### src/rtl/opsel_ctrl.sv
// Multicycle control FSM for an adder-only RV32I subset datapath (ADDI/LUI/AUIPC/JAL).
// Fetches one word per FETCH visit and sequences operand selects and write enables.
module opsel_ctrl (
  input  logic        clk,
  input  logic        rst,
  input  logic        instr_valid,
  input  logic [31:0] instr,
  output logic        instr_ready,
  output logic [31:0] imm_out,
  output logic        sel_operb,
  output logic [1:0]  opa_sel,
  output logic [4:0]  rs1_addr,
  output logic [4:0]  rd_addr,
  output logic        reg_we,
  output logic        pc_we,
  output logic        instr_retired,
  output logic        illegal
);

  typedef enum logic [2:0] {S_FETCH, S_DECODE, S_EXEC, S_PCUPD, S_TRAP} state_t;
  typedef enum logic [1:0] {C_ADDI, C_LUI, C_AUIPC, C_JAL} cls_t;

  localparam logic [1:0] OPA_RS1  = 2'b00;
  localparam logic [1:0] OPA_IMM  = 2'b01;
  localparam logic [1:0] OPA_ZERO = 2'b10;
  localparam logic [1:0] OPA_FOUR = 2'b11;

  state_t      state, state_nxt;
  cls_t        cls, cls_dec;
  logic [31:0] ir, imm, imm_dec;
  logic        legal_dec, illegal_q;

  // Decode works on the latched IR, so outputs never depend on the live instr bus.
  always_comb begin
    legal_dec = 1'b0;
    cls_dec   = C_ADDI;
    imm_dec   = '0;
    case (ir[6:0])
      7'b0010011: begin
        if (ir[14:12] == 3'b000) begin
          legal_dec = 1'b1;
          cls_dec   = C_ADDI;
          imm_dec   = {{20{ir[31]}}, ir[31:20]};
        end
      end
      7'b0110111: begin
        legal_dec = 1'b1;
        cls_dec   = C_LUI;
        imm_dec   = {ir[31:12], 12'b0};
      end
      7'b0010111: begin
        legal_dec = 1'b1;
        cls_dec   = C_AUIPC;
        imm_dec   = {ir[31:12], 12'b0};
      end
      7'b1101111: begin
        legal_dec = 1'b1;
        cls_dec   = C_JAL;
        imm_dec   = {{11{ir[31]}}, ir[31], ir[19:12], ir[20], ir[30:21], 1'b0};
      end
      default: ;
    endcase
  end

  always_ff @(posedge clk or posedge rst) begin
    if (rst) begin
      state     <= S_FETCH;
      ir        <= '0;
      imm       <= '0;
      cls       <= C_ADDI;
      illegal_q <= 1'b0;
    end else begin
      state <= state_nxt;
      if (state == S_FETCH && instr_valid)
        ir <= instr;
      if (state == S_DECODE) begin
        if (legal_dec) begin
          imm <= imm_dec;
          cls <= cls_dec;
        end else begin
          illegal_q <= 1'b1;
        end
      end
    end
  end

  always_comb begin
    state_nxt     = state;
    instr_ready   = 1'b0;
    sel_operb     = 1'b0;
    opa_sel       = OPA_RS1;
    reg_we        = 1'b0;
    pc_we         = 1'b0;
    instr_retired = 1'b0;
    case (state)
      S_FETCH: begin
        instr_ready = 1'b1;
        if (instr_valid)
          state_nxt = S_DECODE;
      end
      S_DECODE: state_nxt = legal_dec ? S_EXEC : S_TRAP;
      S_EXEC: begin
        reg_we    = (ir[11:7] != 5'd0);
        state_nxt = S_PCUPD;
        case (cls)
          C_ADDI:  begin opa_sel = OPA_RS1;  sel_operb = 1'b1; end
          C_LUI:   begin opa_sel = OPA_ZERO; sel_operb = 1'b1; end
          C_AUIPC: begin opa_sel = OPA_IMM;  sel_operb = 1'b0; end
          default: begin opa_sel = OPA_FOUR; sel_operb = 1'b0; end
        endcase
      end
      S_PCUPD: begin
        pc_we         = 1'b1;
        instr_retired = 1'b1;
        state_nxt     = S_FETCH;
        opa_sel       = (cls == C_JAL) ? OPA_IMM : OPA_FOUR;
      end
      S_TRAP:  state_nxt = S_TRAP;
      default: state_nxt = S_FETCH;
    endcase
  end

  assign imm_out  = imm;
  assign rd_addr  = ir[11:7];
  assign rs1_addr = ir[19:15];
  assign illegal  = illegal_q;

endmodule

### config.mk
export PLATFORM = sky130hd
export DESIGN_NAME = opsel_ctrl
export DESIGN_NICKNAME = d
export VERILOG_FILES = /design/src/rtl/opsel_ctrl.sv
export SDC_FILE = /design/constraint.sdc
export NUM_CORES = 1
export LEC_CHECK = 0
export BUFFER_PORTS_ARGS = -buffer_cell sky130_fd_sc_hd__buf_2
export CAP_MARGIN = 25
export CORE_MARGIN = 2
export CORE_UTILIZATION = 40
export DETAILED_ROUTE_END_ITERATION = 7
export PLACE_DENSITY_LB_ADDON = 0.05
export SYNTH_ARGS = -nofsm -noshare
export SYNTH_HDL_FRONTEND = slang
export SYNTH_SLANG_ARGS = --single-unit
### constraint.sdc
create_clock -name clk -period 5.05 [get_ports clk]
set_input_delay 1.01 -clock clk [delete_from_list [all_inputs] [get_ports clk]]
set_output_delay 1.01 -clock clk [all_outputs]
set_load 0.02 [all_outputs]
==> impl_metrics.toml <==
[status]
status = "complete, no violations"

[logic_synthesis]
yosys.area.top_type = "dfrtp_1"
synth_compound_area_share_pct = 13.1
synth_common_cells = "dfrtp_1, mux2_2, mux2_4, a211o_1, buf_4"
yosysMostFrequentCell = "dfrtp_1"
synth_area_um2 = 3190
synth-xor-area-share_pct = 0
yosysSeqAreaShare_pct = 54.9
syn_area_per_cell_um2 = 13.5
synth-adder-area-share_pct = 0
synth_cell_types = 33
yosysWarnings = 0
syn_nets = 272
yosysTopAreaCellShare_pct = 54.9
synth_top_family_by_area = "multiplexers"
synth-seq-cells = 70
synthFlopType = "dfrtp_1"
async_flop_share_pct = 100
syn_inst = 237
synth_edf_count = 0
muxShareOfSynthArea_pct = 20.6
yosys.area_share.simple_pct = 5.53
synth_area_leaders = "dfrtp_1, mux2_2, mux2_4"

[cts]
post-cts-setup-buffer-count = 0
clock_path_buffers = 2
cts_resized = 0
ctsHtreeMaxLevel = 3
clock_sinks = 70
cts.clk_slew.worst_paths_ps = 70
cts_hold_buf = 0
clock_latency_ps = 340
cts-root-buf = "clkbuf_8"
cts_made_buffers = 9
cts_tree = "built"

[setup_path]
crit_chain = "or4_4 > nor3_4 > o21ai_4 > buf_4 > mux2_4"
setup.worst_path.start_class = "flop"
worst-endpoint-arrival_ps = 2970
crit_slowest_cell = "nor3_4"
crit_fanout = 27
cp-end-kind = "flop"
rrSetupSlack_ps = 2310
cpPeakStageDelay_ps = 720
worstPathRequired_ps = 5280
worst-setup-path-type = "flop to flop"

[detailed_routing]
wirelength_um = 7060
final_antenna_net_count = 0
drc_errors = 0
via_count = 2127
routedWlPerCell_um = 16.9
drtIter0Drc = 63
viasPerCell = 5.10
drtPass1Iterations = 4

[final_layout]
fill_cells = 718
drive_gt1_share_pct = 54.3
syn2layout_area_growth_pct = 19.7
multi_input_area_um2 = 1270
antenna_cells = 0
regArea_um2 = 1750
fin_nets = 345

[min_path]
min_path_type = "flop to flop"

[global_routing]
use_met3_pct = 3.79
antenna_found_initial = 0
globalRouteMet2Util_pct = 24.9
grt_pass1_wl_um = 11200
track_usage_pct = 17.0
grt_most_used_layer = "met2"
grt_util_met1_pct = 24.2
grt_overflow_total = 0
grt_max_degree = 41
grt_pass1_vias = 2093

[power]
pwr-share-clk_pct = 23.6
p_per_area_nw_per_um2 = 482
sequentialPowerShare_pct = 48.1
leakage_nw = 2.06
irDropWorstVdd_uv = 203
p_sw_mw = 0.632
p_int_mw = 1.21
comb_power_share_pct = 28.3
swShare_pct = 34.3

[placed_design]
hpwl_um = 4780
place_congestion = 0.707
port_buffers = 84
post-place-ws_ps = 2280

[floorplanning]
start_util_pct = 41.3
pin_count = 85
rows = 32
fp.coreArea_um2 = 7730
die_height_um = 93.3
die_x_um = 93.3
dieArea_um2 = 8700

[timing]
slew_violations = 0
fin_skew_ps = 11.3
max_freq_ghz = 0.365
fin_crit_sh_pct = 54.3
fin_ws_ps = 2310
relSlewSlack_pct = 37.2
setup_violations = 0
grt_setup_unrepaired = "false"
fin_tns_setup_ps = 0
min_period_ps = 2740
worst_slew_pin_slew_ps = 939
hold_violations = 0

[job]
maxCapViolations = 0
## layout make-up
class	instances	share of cell area (%)
flip-flops and latches	70	45.9
repair buffers	90	12.3
well taps	102	3.34
inverters	4	0.393
multi-input cells	135	33.3
clock inverters	4	1.25
clock buffers	12	3.54
## registers in the layout, summed over array words and instances, names as in the netlist
name     flops
ir          32
imm_out     32
cls          2
illegal      1
state        3
## metal layers
metal,vias to the layer above,share of wire [%]
met4,0,1.6
met3,11,4.7
met5,-,0
met2,61,45
li1,1000,-
met1,1055,48
## power groups by stage
stage	Sequential [mW]	Clock, mW	Combinational, mW
6_report	0.885	0.435	0.521
5_1_grt	0.913	0.472	0.565
4_1_cts	0.887	0.447	0.525
3_5_place_dp	0.896	0	0.523
3_3_place_gp	0.893	0	0.515
2_1_floorplan	0.860	0	0.433
## critical path: cells and delay by family, from the launching register on
family                 cells  cell delay [ps]
muxes                      1              330
and+or+nand+nor            2             1300
AOI/OAI and AO/OA          1              250
buffers and inverters      1              320
DFF                        1              420
## per-stage QoR
step                      hold WS, ps  instances  utilization (%)  total power [mW]  instance area [um^2]
after floorplan                   463        237                -              1.29                  3190
final                             463        417             49.4              1.84                  3820
after global routing              486        417             49.4              1.95                  3820
after global placement            455        399             46.8              1.41                  3620
after detailed placement          465        399             46.8              1.42                  3620
after CTS                         472        415             49.2              1.86                  3800
## cells by family (layout without fill, tap and decap cells)
group	count (synthesis)	count (layout)
DFF	70	70
muxes	53	53
AOI/OAI and AO/OA	51	51
buffers and inverters	32	110
and+or+nand+nor	31	31
## placed cells by master, fill, tap and decap left out, types with 2 or more instances in the layout
cell,Yosys,final
inv_1,4,3
a21o_1,3,3
clkbuf_1,8,3
nand3_1,2,2
a22o_1,9,9
clkinv_2,0,2
nor3_1,6,5
mux2_2,36,36
buf_2,7,84
o211ai_1,10,10
a21bo_2,9,9
a211o_1,11,11
dfrtp_1,70,70
mux2_4,16,16
and3_1,2,2
a21oi_1,3,3
clkbuf_8,0,9
nor2_1,10,10
o21ai_0,3,3
nand2_1,2,2
buf_4,11,4
## path summary, 6_finish.rpt
| check | startpoint | end | cells past startpoint |
|---|---|---|---|
| max in group asynchronous | rst | imm_out[26]$_DFFE_PP0P_ | 3 |
| max reg2reg | ir[2]$_DFFE_PP0P_ | imm_out[21]$_DFFE_PP0P_ | 5 |
| min reg2reg | illegal$_DFFE_PP0P_ | illegal$_DFFE_PP0P_ | 1 |
| min | illegal$_DFFE_PP0P_ | illegal$_DFFE_PP0P_ | 1 |
| max | ir[2]$_DFFE_PP0P_ | imm_out[21]$_DFFE_PP0P_ | 5 |
| min in group asynchronous | rst | ir[17]$_DFFE_PP0P_ | 2 |
Note: power is estimated with default switching activity, not from simulation.
